`src/rtl/hd_lat_pkg.sv`:
```
// rtl/hd_lat_pkg.sv - shared state type, sim-env defaults and latency legality check for hd_latency_pipe
package hd_lat_pkg;

  localparam int HD_W       = 8;
  localparam int HD_MAX_LAT = 16;
  localparam int HD_DEF_LAT = 4;

  typedef enum logic {
    FILL = 1'b0,
    RUN  = 1'b1
  } hd_lat_state_e;

  // A latency is usable only if it selects at least one stage and fits in the pipe.
  function automatic logic lat_legal(input logic [31:0] l, input logic [31:0] max_lat);
    return (l != 32'd0) && (l <= max_lat);
  endfunction

endpackage

```
`src/rtl/hd_lat_ctrl.sv`:
```
// rtl/hd_lat_ctrl.sv - fill FSM, latency register, error flag and flush/change detection for hd_latency_pipe
module hd_lat_ctrl
  import hd_lat_pkg::*;
#(
  parameter int MAX_LAT = HD_MAX_LAT,
  parameter int DEF_LAT = HD_DEF_LAT,
  parameter int LAT_W   = $clog2(MAX_LAT + 1)
) (
  input  logic             clk,
  input  logic             rst,
  input  logic             en_i,
  input  logic             flush_i,
  input  logic [LAT_W-1:0] lat_i,
  output logic [LAT_W-1:0] lat_q_o,
  output logic             clr_vld_o,
  output logic             busy_o,
  output logic             lat_err_o
);

  localparam logic [LAT_W-1:0] CNT_MAX = LAT_W'(MAX_LAT);

  hd_lat_state_e    state_q, state_d;
  logic [LAT_W-1:0] cnt_q, cnt_d;
  logic [LAT_W-1:0] lat_q, lat_d;
  logic             lat_err_q;
  logic             lat_ok;
  logic             lat_chg;

  // Illegal requests are flagged but never adopted; a legal new value restarts the pipe.
  assign lat_ok    = lat_legal(32'(lat_i), 32'(MAX_LAT));
  assign lat_chg   = lat_ok && (lat_i != lat_q);
  assign clr_vld_o = flush_i || lat_chg;

  assign lat_q_o   = lat_q;
  assign busy_o    = (state_q == FILL);
  assign lat_err_o = lat_err_q;

  // Next-state: clear wins, otherwise count enabled edges while filling.
  always_comb begin
    state_d = state_q;
    cnt_d   = cnt_q;
    lat_d   = lat_q;
    if (lat_chg) lat_d = lat_i;
    if (clr_vld_o) begin
      state_d = FILL;
      cnt_d   = '0;
    end else if (en_i && (state_q == FILL)) begin
      cnt_d = (cnt_q == CNT_MAX) ? cnt_q : cnt_q + 1'b1;
      if (cnt_d >= lat_q - 1'b1) state_d = RUN;
    end
  end

  // State, counter, latency and error registers.
  always_ff @(posedge clk or negedge rst) begin
    if (!rst) begin
      state_q   <= FILL;
      cnt_q     <= '0;
      lat_q     <= LAT_W'(DEF_LAT);
      lat_err_q <= 1'b0;
    end else begin
      state_q   <= state_d;
      cnt_q     <= cnt_d;
      lat_q     <= lat_d;
      lat_err_q <= !lat_ok;
    end
  end

endmodule

```
`src/rtl/hd_latency_pipe.sv`:
```
// rtl/hd_latency_pipe.sv - programmable latency matcher; HD_LAT_OCC_EN adds the occ occupancy port
module hd_latency_pipe
  import hd_lat_pkg::*;
#(
  parameter int W       = HD_W,
  parameter int MAX_LAT = HD_MAX_LAT,
  parameter int DEF_LAT = HD_DEF_LAT,
  parameter int LAT_W   = $clog2(MAX_LAT + 1)
) (
  input  logic             clk,
  input  logic             rst,
  input  logic             en,
  input  logic             flush,
  input  logic [LAT_W-1:0] lat,
  input  logic [W-1:0]     din,
  input  logic             dvld,
  output logic [W-1:0]     qout,
  output logic             qvld,
  output logic             busy,
  output logic             lat_err
`ifdef HD_LAT_OCC_EN
  ,
  output logic [LAT_W-1:0] occ
`endif
);

  logic [W-1:0]       dat_q [MAX_LAT];
  logic [MAX_LAT-1:0] vld_q;
  logic [LAT_W-1:0]   lat_q;
  logic [LAT_W-1:0]   lat_m1;
  logic               clr_vld;
  logic [W-1:0]       tap_dat;
  logic               tap_vld;

  hd_lat_ctrl #(
    .MAX_LAT (MAX_LAT),
    .DEF_LAT (DEF_LAT),
    .LAT_W   (LAT_W)
  ) u_ctrl (
    .clk       (clk),
    .rst       (rst),
    .en_i      (en),
    .flush_i   (flush),
    .lat_i     (lat),
    .lat_q_o   (lat_q),
    .clr_vld_o (clr_vld),
    .busy_o    (busy),
    .lat_err_o (lat_err)
  );

  assign lat_m1 = lat_q - 1'b1;

  // Shift register; a clear drops every valid bit and also discards this edge's input.
  always_ff @(posedge clk or negedge rst) begin
    if (!rst) begin
      for (int i = 0; i < MAX_LAT; i++) dat_q[i] <= '0;
      vld_q <= '0;
    end else if (clr_vld) begin
      vld_q <= '0;
    end else if (en) begin
      dat_q[0] <= din;
      vld_q[0] <= dvld;
      for (int i = 1; i < MAX_LAT; i++) begin
        dat_q[i] <= dat_q[i-1];
        vld_q[i] <= vld_q[i-1];
      end
    end
  end

  // Output tap sits lat_q-1 stages behind the write point.
  always_comb begin
    tap_dat = '0;
    tap_vld = 1'b0;
    for (int i = 0; i < MAX_LAT; i++) begin
      if (LAT_W'(i) == lat_m1) begin
        tap_dat = dat_q[i];
        tap_vld = vld_q[i];
      end
    end
  end

  assign qout = tap_dat;
  assign qvld = tap_vld;

`ifdef HD_LAT_OCC_EN
  logic [LAT_W-1:0] occ_q;

  // Valid samples inside the effective stages: in at stage 0, out past the tap.
  always_ff @(posedge clk or negedge rst) begin
    if (!rst) begin
      occ_q <= '0;
    end else if (clr_vld) begin
      occ_q <= '0;
    end else if (en) begin
      occ_q <= occ_q + LAT_W'(dvld) - LAT_W'(tap_vld);
    end
  end

  assign occ = occ_q;
`endif

endmodule

```
`config.mk`:
```
export PLATFORM = sky130hd
export DESIGN_NAME = hd_latency_pipe
export DESIGN_NICKNAME = d
export VERILOG_FILES = /design/src/rtl/hd_lat_pkg.sv /design/src/rtl/hd_lat_ctrl.sv /design/src/rtl/hd_latency_pipe.sv
export SDC_FILE = /design/constraint.sdc
export NUM_CORES = 1
export LEC_CHECK = 0
export ABC_AREA = 1
export CAP_MARGIN = 20
export CORE_MARGIN = 5
export CORE_UTILIZATION = 60
export CTS_CLUSTER_SIZE = 10
export DETAILED_ROUTE_END_ITERATION = 8
export PLACE_DENSITY = 0.88
export SETUP_SLACK_MARGIN = 0.02
export SYNTH_ARGS = -nofsm -noshare
export SYNTH_HDL_FRONTEND = slang
export SYNTH_SLANG_ARGS = --single-unit
```
`constraint.sdc`:
```
create_clock -name clk -period 4.4 [get_ports clk]
set_input_delay 1.32 -clock clk [delete_from_list [all_inputs] [get_ports clk]]
set_output_delay 1.32 -clock clk [all_outputs]
set_load 0.1 [all_outputs]
```
==> flow_summary.toml, run 1 <==
[status]
outcome = "complete, but fails checks"
violations = "negative setup slack"

[clocking]
tritoncts = "built"
cts_num_sinks = 156
path_clk_slew_ns = 0.06
numCtsBuffers = 17
clockBufferDepth = 2
cts.htree.levels = 4
cts-root-buf = "clkbuf_16"
clk_latency_ns = 0.42

[placed_design]
place_hpwl_mm = 10.88
gp_congestion = 0.8696
portBuffers = 28
dp_cells = 1159

[sta]
fin_crit_ns = 4.536
fmax_mhz = 220.5
maxSlewHeadroom = 0.3338
finalHoldViolCount = 0
finalSetupViolCount = 5
worst_slew_pin_slew_ns = 0.9961
final_max_slew_viol_count = 0
worst_slack_ns = -0.1355
whs_ns = 0.4839
worst_clock_skew_ns = 0.008232
rsz0062_at_grt = "yes"
fin_crit_sh = 1.031

[cells_and_area]
layout-drive-gt1-share = 0.1248
instances_no_fill = 1206
area_growth_pct = 19.31
final_core_util = 0.7296
layout_common_cells = "nand2_1, dfrtp_1, o21ai_0"
n_antenna_cell = 0
final_common_cell = "nand2_1"
finalNetCount = 1051

[route]
totalWireLength_mm = 18.54
avgRoutedWirePerCell_um = 15.37
dr.first_iter.drc_count = 789
vias_per_cell = 5.597
drtAntennaViolNets = 0
vias = 6750
drc = 0
dr.pass1.iters = 6

[global_routing]
grt_antenna_before_repair = 0
grt_pass1_wl_mm = 30.75
grt_max_degree = 140
grt_pass1_vias = 6585
overflow = 0
grtUsageTotal = 0.2538

[floorplan]
fp.dieArea_um2 = 15170
coreArea_um2 = 12570
initial_core_util = 0.6115
fp-row-count = 41
ios = 29
die_x_um = 123.2
fp.dieH_um = 123.2

[worst_hold_path]
holdPathStages = 2
min_path_type = "flop to flop"

[yosys]
avgSynthCellArea_um2 = 7.843
synth_cell_type_count = 33
synth-simple-area-share = 0.2443
muxShareOfSynthArea = 0
ys_seq_elements = 156
synth_top_area_share = 0.5046
synthAdderAreaFrac = 0.01953
synth_largest_area_cell = "dfrtp_1"
syn_area_um2 = 7686
yosysSeqAreaShare = 0.5081
yosys_warnings = 0
ys_top_cells_by_area = "dfrtp_1, nand2_1, o21ai_0, inv_1, a21oi_1"
synthCells = 980
syn_nets = 1010
synth_top_family_by_area = "simple AND/OR/NAND/NOR gates"
synth_xor_area_frac = 0.01123
synth-compound-area-share = 0.1367

[worst_setup_path]
critPathKind = "flop to output port"
crit_arrival_ns = 3.22
critPathCaptureType = "output port"
cp_data_required_time_ns = 3.08
start_kind = "flop"
crit_fanout = 15
rr_worst_depth = 13

[power_and_ir_drop]
p_leak_uw = 0.004374
ir_drop_mv = 0.4548
pwr_density_cell_nw_per_um2 = 553.3

[flow_run]
maxCapViolCount = 0
==> routing by layer <==
| metal | routed length (um) | up-vias | part of all wire | GRT usage |
|---|---|---|---|---|
| met3 | 1154 | 62 | 0.062 | 0.05901 |
| li1 | - | 3202 | - | - |
| met2 | 9474 | 285 | 0.51 | 0.4302 |
| met4 | 564 | 0 | 0.030 | 0.09481 |
| met1 | 7346 | 3201 | 0.40 | 0.3179 |
| met5 | 0 | - | 0 | 0 |
==> logic make-up after synthesis <==
logic type,after synthesis
xor gates and xnor gates,9
and+or+nand+nor,449
DFF,156
AOI/OAI and AO/OA,201
adders and majority gates,12
buffers and inverters,153
==> registers in the layout, summed over array words and instances (netlist names) <==
| signal | flops |
|---|---|
| dat_q | 128 |
| vld_q | 16 |
| u_ctrl.cnt_q | 5 |
| u_ctrl.lat_q_o | 5 |
| u_ctrl.lat_err_o | 1 |
| u_ctrl.state_q | 1 |
==> what timing repair did <==
item / in CTS / in global routing
gates resized for setup: 9 / 26
setup endpoints to repair: 9 / 9
setup buffers: 8 / 6
pin swaps: 6 / 11
hold buffers: 0 / 0
gates cloned: 1 / 0
==> final timing paths <==
check                        endpoint  slack (ns)              start
max in group asynchronous  dat_q[110]        2.60                rst
min in group asynchronous    vld_q[1]        0.95                rst
setup / recovery              qout[4]       -0.14  u_ctrl.lat_q_o[0]
hold reg to reg              dat_q[1]        0.48           dat_q[1]
setup reg to reg            dat_q[97]        1.36  u_ctrl.lat_q_o[2]
hold / removal               dat_q[1]        0.48           dat_q[1]
==> cells in the mapped netlist, drive strengths merged <==
master	count
a21oi	64
o31ai	1
xor2	5
o22ai	18
o211ai	7
dfstp	1
dfrtp	155
nand3	54
o21bai	1
nand4	4
nand2	363
buf	24
nor3	3
o21ai	110
ha	12
inv	111
xnor2	4
clkinv	1
clkbuf	17
nor2	25
==> power by group <==
part	total, uW	internal, uW	leakage (uW)	switching [uW]
Combinational	1620	551	0.00206	1060
Sequential	2030	1800	0.00203	232
Clock	1430	858	0.000281	572
Total	5070	3210	0.00437	1870
==> area by class of cell <==
cell class / instances / area, um^2
clock buffers: 20 / 456.7
fillers: 852 / 3398
multi-input cells: 672 / 3357
inverters: 112 / 421.7
flip-flops and latches: 156 / 3905
clock inverters: 12 / 121.4
repair buffers: 62 / 693.2
well taps: 172 / 215.2
==> critical path: stages, from the launching register on <==
cell and delay [ns]:
dfrtp_1 0.38, inv_1 0.12, buf_4 0.18, nand2_1 0.08
nand2_2 0.10, nand2_1 0.10, inv_2 0.14, nand2_4 0.12
nor2_4 0.14, buf_12 0.14, a21oi_1 0.05, nand2_1 0.08
nand2_1 0.07, nand2_1 0.09, nand2_1 0.08, nand2_1 0.08
nand2_1 0.05, nand2_1 0.07, nand3_1 0.08, nand3_1 0.10
nand2_1 0.06, nand3_1 0.08, nand2_2 0.07, a21oi_4 0.15
buf_12 0.19
==> per-stage QoR <==
step | instance area [um^2] | total power [uW] | setup slack, ns | TNS (ns)
6_report | 9170 | 5074 | -0.1355 | -0.2255
4_1_cts | 9020 | 5005 | 0.02526 | 0
5_1_grt | 9170 | 5355 | -0.2904 | -1.864
3_3_place_gp | 8309 | 3462 | 0.2650 | 0
2_1_floorplan | 7709 | 3018 | 0.1021 | 0
3_5_place_dp | 8309 | 3523 | 0.1862 | 0
(Power assumes the default switching activity.)
==> run 2: changes to the inputs <==
--- a/config.mk
+++ b/config.mk
@@ -13,6 +13,7 @@
 export DETAILED_ROUTE_END_ITERATION = 8
 export PLACE_DENSITY = 0.88
 export SETUP_SLACK_MARGIN = 0.02
+export SLEW_MARGIN = 20
 export SYNTH_ARGS = -nofsm -noshare
 export SYNTH_HDL_FRONTEND = slang
 export SYNTH_SLANG_ARGS = --single-unit
==> results of run 2 <==
Same layout as run 1: the final DEF is identical, and so are final timing and power.
